[config.mk]
export PLATFORM = sky130hd
export DESIGN_NAME = ps2_device_tx
export DESIGN_NICKNAME = d
export VERILOG_FILES = /design/src/rtl/ps2_device_tx.sv
export SDC_FILE = /design/constraint.sdc
export NUM_CORES = 1
export LEC_CHECK = 0
export BUFFER_PORTS_ARGS = -buffer_cell sky130_fd_sc_hd__buf_2
export CORE_MARGIN = 3
export CORE_UTILIZATION = 45
export DETAILED_ROUTE_END_ITERATION = 12
export PLACE_DENSITY = 0.61
export SLEW_MARGIN = 10
export SYNTH_ARGS = -nofsm -noshare
export SYNTH_HDL_FRONTEND = slang
export SYNTH_SLANG_ARGS = --single-unit
[constraint.sdc]
create_clock -name clk -period 2.8 [get_ports clk]
set_clock_uncertainty 0.1 [all_clocks]
set_input_delay 0.56 -clock clk [delete_from_list [all_inputs] [get_ports clk]]
set_output_delay 0.56 -clock clk [all_outputs]
set_load 0.01 [all_outputs]
[src/rtl/ps2_device_tx.sv]
// Device-side PS/2 transmitter: serialises scancodes as 11-bit frames on the PS/2 lines.
// Optional break-prefix support (0xF0 before the byte) is enabled with `define PS2_TX_BREAK_EN.
module ps2_device_tx #(
    parameter int unsigned HALF_CYCLES = 4000,
    parameter int unsigned GAP_CYCLES  = 8000
) (
    input  logic       clk,
    input  logic       rst,
    input  logic [7:0] tx_data,
    input  logic       tx_break,
    input  logic       tx_valid,
    output logic       tx_ready,
    output logic       tx_done,
    output logic       tx_abort,
    input  logic       ps2_clk_in,
    output logic       ps2_clk_o,
    output logic       ps2_data_o
);

    localparam int unsigned CNT_MAX = (HALF_CYCLES > GAP_CYCLES) ? HALF_CYCLES : GAP_CYCLES;
    localparam int unsigned CNT_W   = $clog2(CNT_MAX + 1);
    localparam logic [CNT_W-1:0] HALF_LAST = CNT_W'(HALF_CYCLES - 1);
    localparam logic [CNT_W-1:0] GAP_LAST  = CNT_W'(GAP_CYCLES - 1);

    typedef enum logic [2:0] {StIdle, StBitHi, StBitLo, StGap, StWaitInh} state_e;

    state_e           state_q, state_d;
    logic [CNT_W-1:0] cnt_q, cnt_d;
    logic [3:0]       bit_idx_q, bit_idx_d;
    logic [10:0]      frame_q, frame_d;
    logic [7:0]       pend_q, pend_d;
    logic             pend_valid_q, pend_valid_d;
    logic             inh_q, inh_d;
    logic             done_q, done_d;
    logic             abort_q, abort_d;
    logic             accept;

`ifndef PS2_TX_BREAK_EN
    logic unused_break;
    assign unused_break = tx_break;
`endif

    function automatic logic [10:0] make_frame(input logic [7:0] b);
        return {1'b1, ~^b, b, 1'b0};
    endfunction

    // Ready is withheld during the done pulse so the next accept lands one cycle later.
    assign tx_ready = (state_q == StIdle) & ps2_clk_in & ~done_q & ~rst;
    assign accept   = tx_valid & tx_ready;
    assign tx_done  = done_q;
    assign tx_abort = abort_q;

    assign ps2_clk_o  = (state_q != StBitLo);
    assign ps2_data_o = (state_q == StBitHi || state_q == StBitLo) ? frame_q[bit_idx_q] : 1'b1;

    always_comb begin
        state_d      = state_q;
        cnt_d        = cnt_q;
        bit_idx_d    = bit_idx_q;
        frame_d      = frame_q;
        pend_d       = pend_q;
        pend_valid_d = pend_valid_q;
        inh_d        = inh_q;
        done_d       = 1'b0;
        abort_d      = 1'b0;

        unique case (state_q)
            StIdle: begin
                if (accept) begin
                    cnt_d     = '0;
                    bit_idx_d = 4'd0;
                    inh_d     = 1'b0;
                    frame_d   = make_frame(tx_data);
                    state_d   = StBitHi;
`ifdef PS2_TX_BREAK_EN
                    if (tx_break) begin
                        frame_d      = make_frame(8'hF0);
                        pend_d       = tx_data;
                        pend_valid_d = 1'b1;
                    end
`endif
                end
            end
            StBitHi: begin
                // First cycle of the phase is ignored: the line may still be settling high.
                if (cnt_q != '0 && !ps2_clk_in && inh_q) begin
                    state_d   = StWaitInh;
                    cnt_d     = '0;
                    bit_idx_d = 4'd0;
                    inh_d     = 1'b0;
                    abort_d   = 1'b1;
                end else begin
                    inh_d = (cnt_q != '0) && !ps2_clk_in;
                    if (cnt_q == HALF_LAST) begin
                        cnt_d   = '0;
                        inh_d   = 1'b0;
                        state_d = StBitLo;
                    end else begin
                        cnt_d = cnt_q + 1'b1;
                    end
                end
            end
            StBitLo: begin
                if (cnt_q == HALF_LAST) begin
                    cnt_d = '0;
                    if (bit_idx_q == 4'd10) begin
                        state_d = StGap;
                    end else begin
                        bit_idx_d = bit_idx_q + 4'd1;
                        state_d   = StBitHi;
                    end
                end else begin
                    cnt_d = cnt_q + 1'b1;
                end
            end
            StGap: begin
                if (cnt_q == GAP_LAST) begin
                    cnt_d = '0;
                    if (pend_valid_q) begin
                        frame_d      = make_frame(pend_q);
                        pend_valid_d = 1'b0;
                        bit_idx_d    = 4'd0;
                        state_d      = StBitHi;
                    end else begin
                        done_d  = 1'b1;
                        state_d = StIdle;
                    end
                end else begin
                    cnt_d = cnt_q + 1'b1;
                end
            end
            StWaitInh: begin
                // Host must release the clock for a full gap before the byte is resent.
                if (!ps2_clk_in) begin
                    cnt_d = '0;
                end else if (cnt_q == GAP_LAST) begin
                    cnt_d     = '0;
                    bit_idx_d = 4'd0;
                    state_d   = StBitHi;
                end else begin
                    cnt_d = cnt_q + 1'b1;
                end
            end
            default: state_d = StIdle;
        endcase
    end

    always_ff @(posedge clk) begin
        if (rst) begin
            state_q      <= StIdle;
            cnt_q        <= '0;
            bit_idx_q    <= 4'd0;
            frame_q      <= 11'h7FF;
            pend_q       <= 8'h00;
            pend_valid_q <= 1'b0;
            inh_q        <= 1'b0;
            done_q       <= 1'b0;
            abort_q      <= 1'b0;
        end else begin
            state_q      <= state_d;
            cnt_q        <= cnt_d;
            bit_idx_q    <= bit_idx_d;
            frame_q      <= frame_d;
            pend_q       <= pend_d;
            pend_valid_q <= pend_valid_d;
            inh_q        <= inh_d;
            done_q       <= done_d;
            abort_q      <= abort_d;
        end
    end

endmodule

### Word level (Yosys, flattened, before mapping)

Cells that the tools add are included.

| operators by class | value |
|---|---|
| add/sub/neg operators | 2 |
| magnitude comparators | 1 |
| equal/unequal tests | 16 |
| muxes and demuxes | 32 |
| bitwise logic cells | 9 |
| reductions and logical operators | 17 |

Operator list:

| kind | number |
|---|---|
| $mux W13 | 5 |
| $pmux W13 S5 | 1 |
| $mux W4 | 6 |
| $mux W11 | 2 |
| $mux W3 | 7 |
| $pmux W4 S4 | 1 |
| $pmux W3 S5 | 1 |
| $add A13 B1 Y13 const B | 1 |
| $eq A13 B12 Y1 const B | 1 |
| $eq A13 B13 Y1 const B | 1 |
| $reduce_bool A13 Y1 | 1 |
| $ne A2 B2 Y1 const B | 5 |
| $reduce_and A9 Y1 | 1 |
| $reduce_xnor A8 Y1 | 1 |
| $eq A3 B2 Y1 const B | 2 |
| $mux W1 | 6 |
| $reduce_and A6 Y1 | 1 |
| $lt A4 B5 Y1 const B | 1 |
| $not A1 Y1 | 5 |
| $reduce_bool A5 Y1 | 1 |
| $add A4 B1 Y4 const B | 1 |
| $and A1 B1 Y1 | 4 |
| $bmux W1 S4 | 1 |
| $eq A4 B4 Y1 const B | 1 |
| other kinds (16) | 20 |

| word-level totals | value |
|---|---|
| bits in registers | 34 |
| input port bits | 13 |
| output and inout port bits | 5 |
| logic and storage cells | 84 |

### Logic depth before layout (Yosys ltp)

Gate-level depths: netlist of the first run.

| depth | value |
|---|---|
| depth after elaboration | 7 |
| gate-level depth with buffers | 8 |
| gate-level depth less buffers | 7 |

### Least setup slack after synthesis of the first run

Ideal clock, no wire load.

| path | value |
|---|---|
| path kind | input to register |
| start point | input port rst |
| end point | register bit_idx_q[0] |
| library setup time | 0.121 ns |
| arrival time | 1.992 ns |
| required time | 2.579 ns |
| setup slack | 0.586 ns |
| stages | 5 |
| path buffers | 0 |
| cell sequence | or4bb_1 > nand2_1 > o221ai_2 > or3_4 > mux2_4 |

| between the ends | value |
|---|---|
| word-level cells in the longest chain between the ends | 5 |

Ends and longest elaborated chain:

| item | RTL line | source |
|---|---|---|
| start, declared | 8 | `input logic rst,` |
| $not A1 Y1 | 48 | `assign tx_ready = (state_q == StIdle) & ps2_clk_in & ~done_q & ~rst;` |
| $and A1 B1 Y1 | 48 |  |
| $and A1 B1 Y1 | 49 | `assign accept = tx_valid & tx_ready;` |
| $ne A2 B2 Y1 (no source line) | -- |  |
| $reduce_and A9 Y1 (no source line) | -- |  |
| end signal, assigned | 162 | `bit_idx_q <= bit_idx_d;` |
| end, declared | 29 | `logic [3:0] bit_idx_q, bit_idx_d;` |

Several ways; a longest one is shown, not always the timed one.
A chain may end at the register's enable or synchronous reset.

### Final worst setup path of the first run

| path | value |
|---|---|
| start point | register bit_idx_q[0] |
| end point | output port ps2_data_o |

| between the ends | value |
|---|---|
| word-level cells in the longest chain between the ends | 3 |

Ends and longest elaborated chain:

| item | RTL line | source |
|---|---|---|
| $bmux W1 S4 | 54 | `assign ps2_data_o = (state_q == StBitHi \|\| state_q == StBitLo) ? frame_q[bit_idx_q] : 1'b1;` |
| $mux W1 (implied by the code) | 54 |  |
| $mux W1 | 54 |  |
| end, declared | 17 | `output logic ps2_data_o` |

Every way passes these cells. The select of a mux whose other input is x is not followed.

==> impl_metrics.toml, run 1 <==
[outcome]
status = "finished clean"

[job]
max-cap-violations = 0

[worst_setup_path]
worstPathArrival_ps = 1810
slowest_delay_ps = 560
cpLargestDelayFamily = "flip-flops"
path_depth = 4
crit_fanout = 9
path_class = "reg2out"
end_kind = "output port"
reg2reg_depth = 7
slowest_stage = "dfxtp_1"
required_ps = 2140
crit_buf_inv = 1
crit_chain = "mux4_2 > a31oi_1 > o21ai_0 > buf_2"
critPathLaunchType = "flop"

[clocking]
clockBufferDepth = 2
cts_setup_buffers = 0
htree_levels = 2
cts_buffers = 5
cts_root_buffer = "clkbuf_8"
cts_tree = "done"
cts_resized = 0
clk_pin_slew_ps = 70
insertion_delay_ps = 290
cts_sinks = 33
cts_hold_buf = 0

[synth]
avgSynthCellArea_um2 = 8.64
synth.cell_area_mm2 = 0.00189
synthFlopType = "dfxtp_1"
syn_inst = 219
postSynth.asyncResetShare_pct = 0
synth-seq-area-share_pct = 34.9
synth_edf_count = 0
ys_ff_latch = 33
synth.net_count = 236
synth_cell_types = 53
yosys_warnings = 0

[route]
vias = 1646
drc = 0
wire_per_inst_um = 14.7
drt_iter0_drc = 140
drt_first_pass_iters = 4
antenna_left = 0
via_per_inst = 5.80
drt_wl_total_mm = 4.17

[placement]
routabilityCongestion = 0.892
io_buffers = 16
pre_cts_ws_ps = 348
hpwl_mm = 3.08

[power_and_ir_drop]
irDropWorstVdd_v = 0.000281
powerDensity_mw_per_mm2 = 565
cellLeakagePower_nw = 0.796
p_total_mw = 1.18

[floorplanning]
die_area_mm2 = 0.00502
ios = 18
die_w_um = 70.8
core_area_mm2 = 0.00385
die_y_um = 70.8
initial_utilization_pct = 49.1
rows = 22

[sta]
fin_tns_setup_ps = 0
slew_headroom_pct = 48.5
rsz0062_at_grt = "no"
max_freq_mhz = 406
final_max_slew_viol_count = 0
setup_slack_ps = 334
setup_viol = 0
finalHoldViolCount = 0
worst_pin_slew_ps = 772
period_minus_slack_ps = 2470
timing.final.crit_share_pct = 88.1

[cells_and_area]
final_util_pct = 54.3
drive_above_1_share_pct = 21.2
synthToLayoutAreaGrowth_pct = 10.6
diodes = 0
fin_nets = 253
layout_common_cells = "dfxtp_1 (33), nand2_1 (30), buf_2 (16)"
layout_commonest_cell = "dfxtp_1"

[global_route]
grt_pass1_vias = 1516
antenna_found_initial = 0
grt_max_degree = 19
grt_pass1_wl_mm = 7.07
grt_overflow_total = 0
grt_usage_pct = 17.6

[hold_path]
min_path_cells = 2
hp-class = "reg2reg"
path summary, 6_finish.rpt:
| kind | slack (ps) | endpoint | from |
|---|---|---|---|
| setup reg to reg | 410 | cnt_q[0] | cnt_q[0] |
| hold / removal | 350 | frame_q[0] | frame_q[0] |
| hold reg to reg | 350 | frame_q[0] | frame_q[0] |
| setup / recovery | 330 | ps2_data_o | bit_idx_q[0] |
power by group:
| part | switching [mW] | internal, mW | total (mW) |
|---|---|---|---|
| Sequential | 0.0373 | 0.495 | 0.532 |
| Clock | 0.170 | 0.195 | 0.365 |
| Combinational | 0.174 | 0.112 | 0.286 |
tightest hold or removal path: cells and delay by family, from the launching register on:
kind / cells / cell delay, ps
flops: 1 / 310
simple gates: 2 / 100
cell usage after synthesis (2+ instances only):
master    number  area, um2
a31oi_1        2       12.5
nand3_1       15       75.1
nand2b_1       3       18.8
a21oi_1        8       40.0
nor4_1         4       25.0
clkbuf_1       5       18.8
or4_1          2       15.0
o311ai_0       3       26.3
ha_1           4       50.1
mux4_2         2       45.0
o21ai_0        6       30.0
or3_1          3       18.8
nand2_1       30        113
nor4b_1        2       17.5
nor3b_1        2       15.0
dfxtp_1       33        661
nand4_1        5       31.3
xor2_1         9       78.8
o21ai_1        3       15.0
buf_2          2       10.0
mux2i_1        2       20.0
nor2_1        13       48.8
nor2_2        11       68.8
nor3_1         5       25.0
xnor2_1       10       87.6
inv_1          8       30.0
layout make-up:
| cell class | instances | area, um2 |
|---|---|---|
| Tap cell | 48 | 60.1 |
| Multi-Input combinational cell | 168 | 1150 |
| Clock buffer | 7 | 86.3 |
| Sequential cell | 33 | 661 |
| Fill cell | 372 | 1760 |
| Timing Repair Buffer | 19 | 103 |
| Inverter | 9 | 33.8 |
registers in the layout (all words and copies together), names as in the netlist:
signal / flops
tx_abort: 1
cnt_q: 13
state_q: 3
bit_idx_q: 4
tx_done: 1
inh_q: 1
frame_q: 10
logic make-up after synthesis:
kind of cell,count (synthesis),share of synthesized area (%)
AO/OA/AOI/OAI,33,13.4
XOR/XNOR,19,8.80
adder cells (fa/ha/maj),4,2.65
buffers and inverters,18,4.30
flip-flops,33,34.9
multiplexers,5,4.23
AND/OR/NAND/NOR,107,31.7
routing by layer:
layer	wire, um	vias to the layer above	track usage [%]
li1	-	817	-
met1	1940	774	22.6
met2	1930	49	27.5
met3	263	6	5.54
met4	39	0	6.68
met5	0	-	0
through the flow:
stage	hold WS [ps]	cell area, um2	instances
after global routing	374	2090	284
final	347	2090	284
after global placement	330	2010	277
after detailed placement	338	2010	277
after CTS	348	2090	284
after floorplan	319	1890	219
(Power assumes the default switching activity.)
==> inputs of run 2 (changes only) <==
ABC_AREA = 1   (was unset)
==> impl_metrics.toml, run 2 <==
[synth]
synth_area_leaders = "dfxtp_1 (32%), nand2_1 (13%), nor2_1 (8.1%), nand3_1 (6.9%), inv_1 (5.0%)"
synth_top_family_by_area = "simple AND/OR/NAND/NOR gates"
synth.cell_area_mm2 = 0.00204
synth_cell_types = 38
synth_xor_area_share_pct = 5.59
yosys_warnings = 0
synth-compound-area-share_pct = 9.47
synth_mux_area_share_pct = 0
avgSynthCellArea_um2 = 6.79
synth_most_common_cell = "nand2_1"
synth.net_count = 317
synth-simple-area-share_pct = 41.4
yosysTopAreaCellShare_pct = 32.5
synth-seq-area-share_pct = 32.5
synth_largest_area_cell = "dfxtp_1"
ys_ff_latch = 33
synth_edf_count = 0
postSynth.asyncResetShare_pct = 0
synthAdderAreaFrac_pct = 2.46
syn_inst = 300
synthTopCellsByCount = "nand2_1 (73), nor2_1 (44), dfxtp_1 (33)"
synthFlopType = "dfxtp_1"

[cells_and_area]
layout_commonest_cell = "nand2_1"
layout_common_cells = "nand2_1 (73), nor2_1 (44), dfxtp_1 (33)"
seq_area_um2 = 661
largest_registers = "cnt_q (13), frame_q (10), bit_idx_q (4)"
multi_input_comb_area_mm2 = 0.00120
diodes = 0
largest_reg_flops = 13
fillers = 423
drive_above_1_share_pct = 17.3
fin_nets = 335
synthToLayoutAreaGrowth_pct = 9.47
final_util_pct = 53.4
largest-register = "cnt_q"

[hold_path]
min_path_cells = 2
min_to = "frame_q[6]"
min_from = "frame_q[6]"
hp-class = "reg2reg"

[power_and_ir_drop]
cellLeakagePower_nw = 0.975
p_int_mw = 0.924
switching_power_mw = 0.637
swShare_pct = 40.8
p_total_mw = 1.56
pwr-share-seq_pct = 38.3
powerDensity_mw_per_mm2 = 701
p_clk_share_pct = 23.4
combPwrFrac_pct = 38.3
irDropWorstVdd_v = 0.000350

[floorplanning]
ios = 18
die_y_um = 73.3
die_w_um = 73.3
die_area_mm2 = 0.00537
initial_utilization_pct = 48.8
rows = 23
core_area_mm2 = 0.00417

[sta]
timing.final.crit_share_pct = 85.1
slew_headroom_pct = 59.5
setup_viol = 0
period_minus_slack_ps = 2380
final_max_slew_viol_count = 0
finalHoldViolCount = 0
rsz0062_at_grt = "no"
fin_tns_setup_ps = 0
worst_pin_slew_ps = 604
max_freq_mhz = 420

[clocking]
insertion_delay_ps = 280
cts_tree = "done"
cts_hold_buf = 0
cts_root_buffer = "clkbuf_8"
clockBufferDepth = 2
cts_buffers = 5
htree_levels = 2
cts_setup_buffers = 0
cts_sinks = 33
clk_pin_slew_ps = 70
cts_resized = 0

[route]
via_per_inst = 5.12
drt_wl_total_mm = 4.32
wl_met2_mm = 1.96
routed.top_layer = "met4"
drc = 0
met3_length_um = 196
antenna_left = 0
met1_length_mm = 2.15
vias = 1883
drt_first_pass_iters = 4
drt_iter0_drc = 163
wire_per_inst_um = 11.7

[worst_setup_path]
worstPathArrival_ps = 1720
crit_chain = "clkinv_1 > a21oi_1 > o21ai_0 > o211ai_1 > nand3_1 > o221ai_1 > buf_2"
r2r-end = "bit_idx_q[3]"
slowest_delay_ps = 470
critPathLaunchType = "flop"
slowest_stage = "dfxtp_1"
required_ps = 2140
reg2reg_depth = 12
end_kind = "output port"
rrSetupSlack_ps = 890
timing.rr.start = "cnt_q[0]"
crit_fanout = 9
path_class = "reg2out"

[global_route]
grt_pass1_vias = 1742
grt_max_degree = 20
grt_pass1_wl_mm = 7.49
antenna_found_initial = 0
grt_usage_pct = 17.6
grt_overflow_total = 0

[placement]
hpwl_mm = 3.20
routabilityCongestion = 0.840
io_buffers = 16

[job]
max-cap-violations = 0

[outcome]
status = "finished clean"
-- run 2: changes by cell type in the layout (fill, tap and decap cells not counted), sizes merged, moves of 5 or more --
cell and delta:
nand2 +50, or3 -5, nand3 +17, xnor2 -5, inv +24, nor2 +28
-- run 2: power by group through the flow --
stage	Combinational (mW)	Clock (mW)	Sequential, mW
global placement	0.602	0	0.607
detailed placement	0.599	0	0.607
finish	0.598	0.365	0.598
floorplan	0.491	0	0.589
CTS	0.602	0.375	0.596
global route	0.680	0.399	0.604
-- run 2: worst max-delay path, delay by kind of cell, from the launching register on --
kind | cells | cell delay, ps
compound gates | 4 | 450
buf+inv | 2 | 450
flops | 1 | 470
simple gates | 1 | 90
-- run 2: metal layers --
layer,GRT usage (%),up-vias
li1,-,1000
met1,23.4,846
met2,28.9,35
met3,3.69,2
met4,4.51,0
met5,0,-
-- run 2: how the worst max path moves through the flow --
stage | startpoint | end | slack (ps) | depth (start not counted)
global route | bit_idx_q[0] | ps2_data_o | 240 | 7
floorplan | rst | frame_q[0] | 970 | 8
finish | bit_idx_q[0] | ps2_data_o | 420 | 7
detailed placement | bit_idx_q[0] | ps2_data_o | 720 | 7
CTS | bit_idx_q[0] | ps2_data_o | 410 | 7
global placement | bit_idx_q[0] | ps2_data_o | 710 | 7
-- run 2: cell type report --
class                           instances  area share [%]
Multi-Input combinational cell        226            53.8
Sequential cell                        33            29.6
Inverter                               35            5.95
Timing Repair Buffer                   17            3.93
Clock buffer                            7            3.87
Tap cell                               50            2.81
-- run 2: logic make-up (layout without fill, tap and decap cells) --
group / after synthesis / in the layout
and+or+nand+nor: 179 / 179
buffers and inverters: 41 / 59
DFF: 33 / 33
AOI/OAI and AO/OA: 30 / 30
xor gates and xnor gates: 13 / 13
adders and majority gates: 4 / 4
-- run 2: metrics by stage --
stage / setup slack, ps / cell area, um2 / cells / hold slack [ps]
finish: 418 / 2230 / 368 / 367
global route: 238 / 2230 / 368 / 403
floorplan: 965 / 2040 / 300 / 337
global placement: 706 / 2140 / 361 / 352
CTS: 411 / 2230 / 368 / 374
detailed placement: 725 / 2140 / 361 / 355
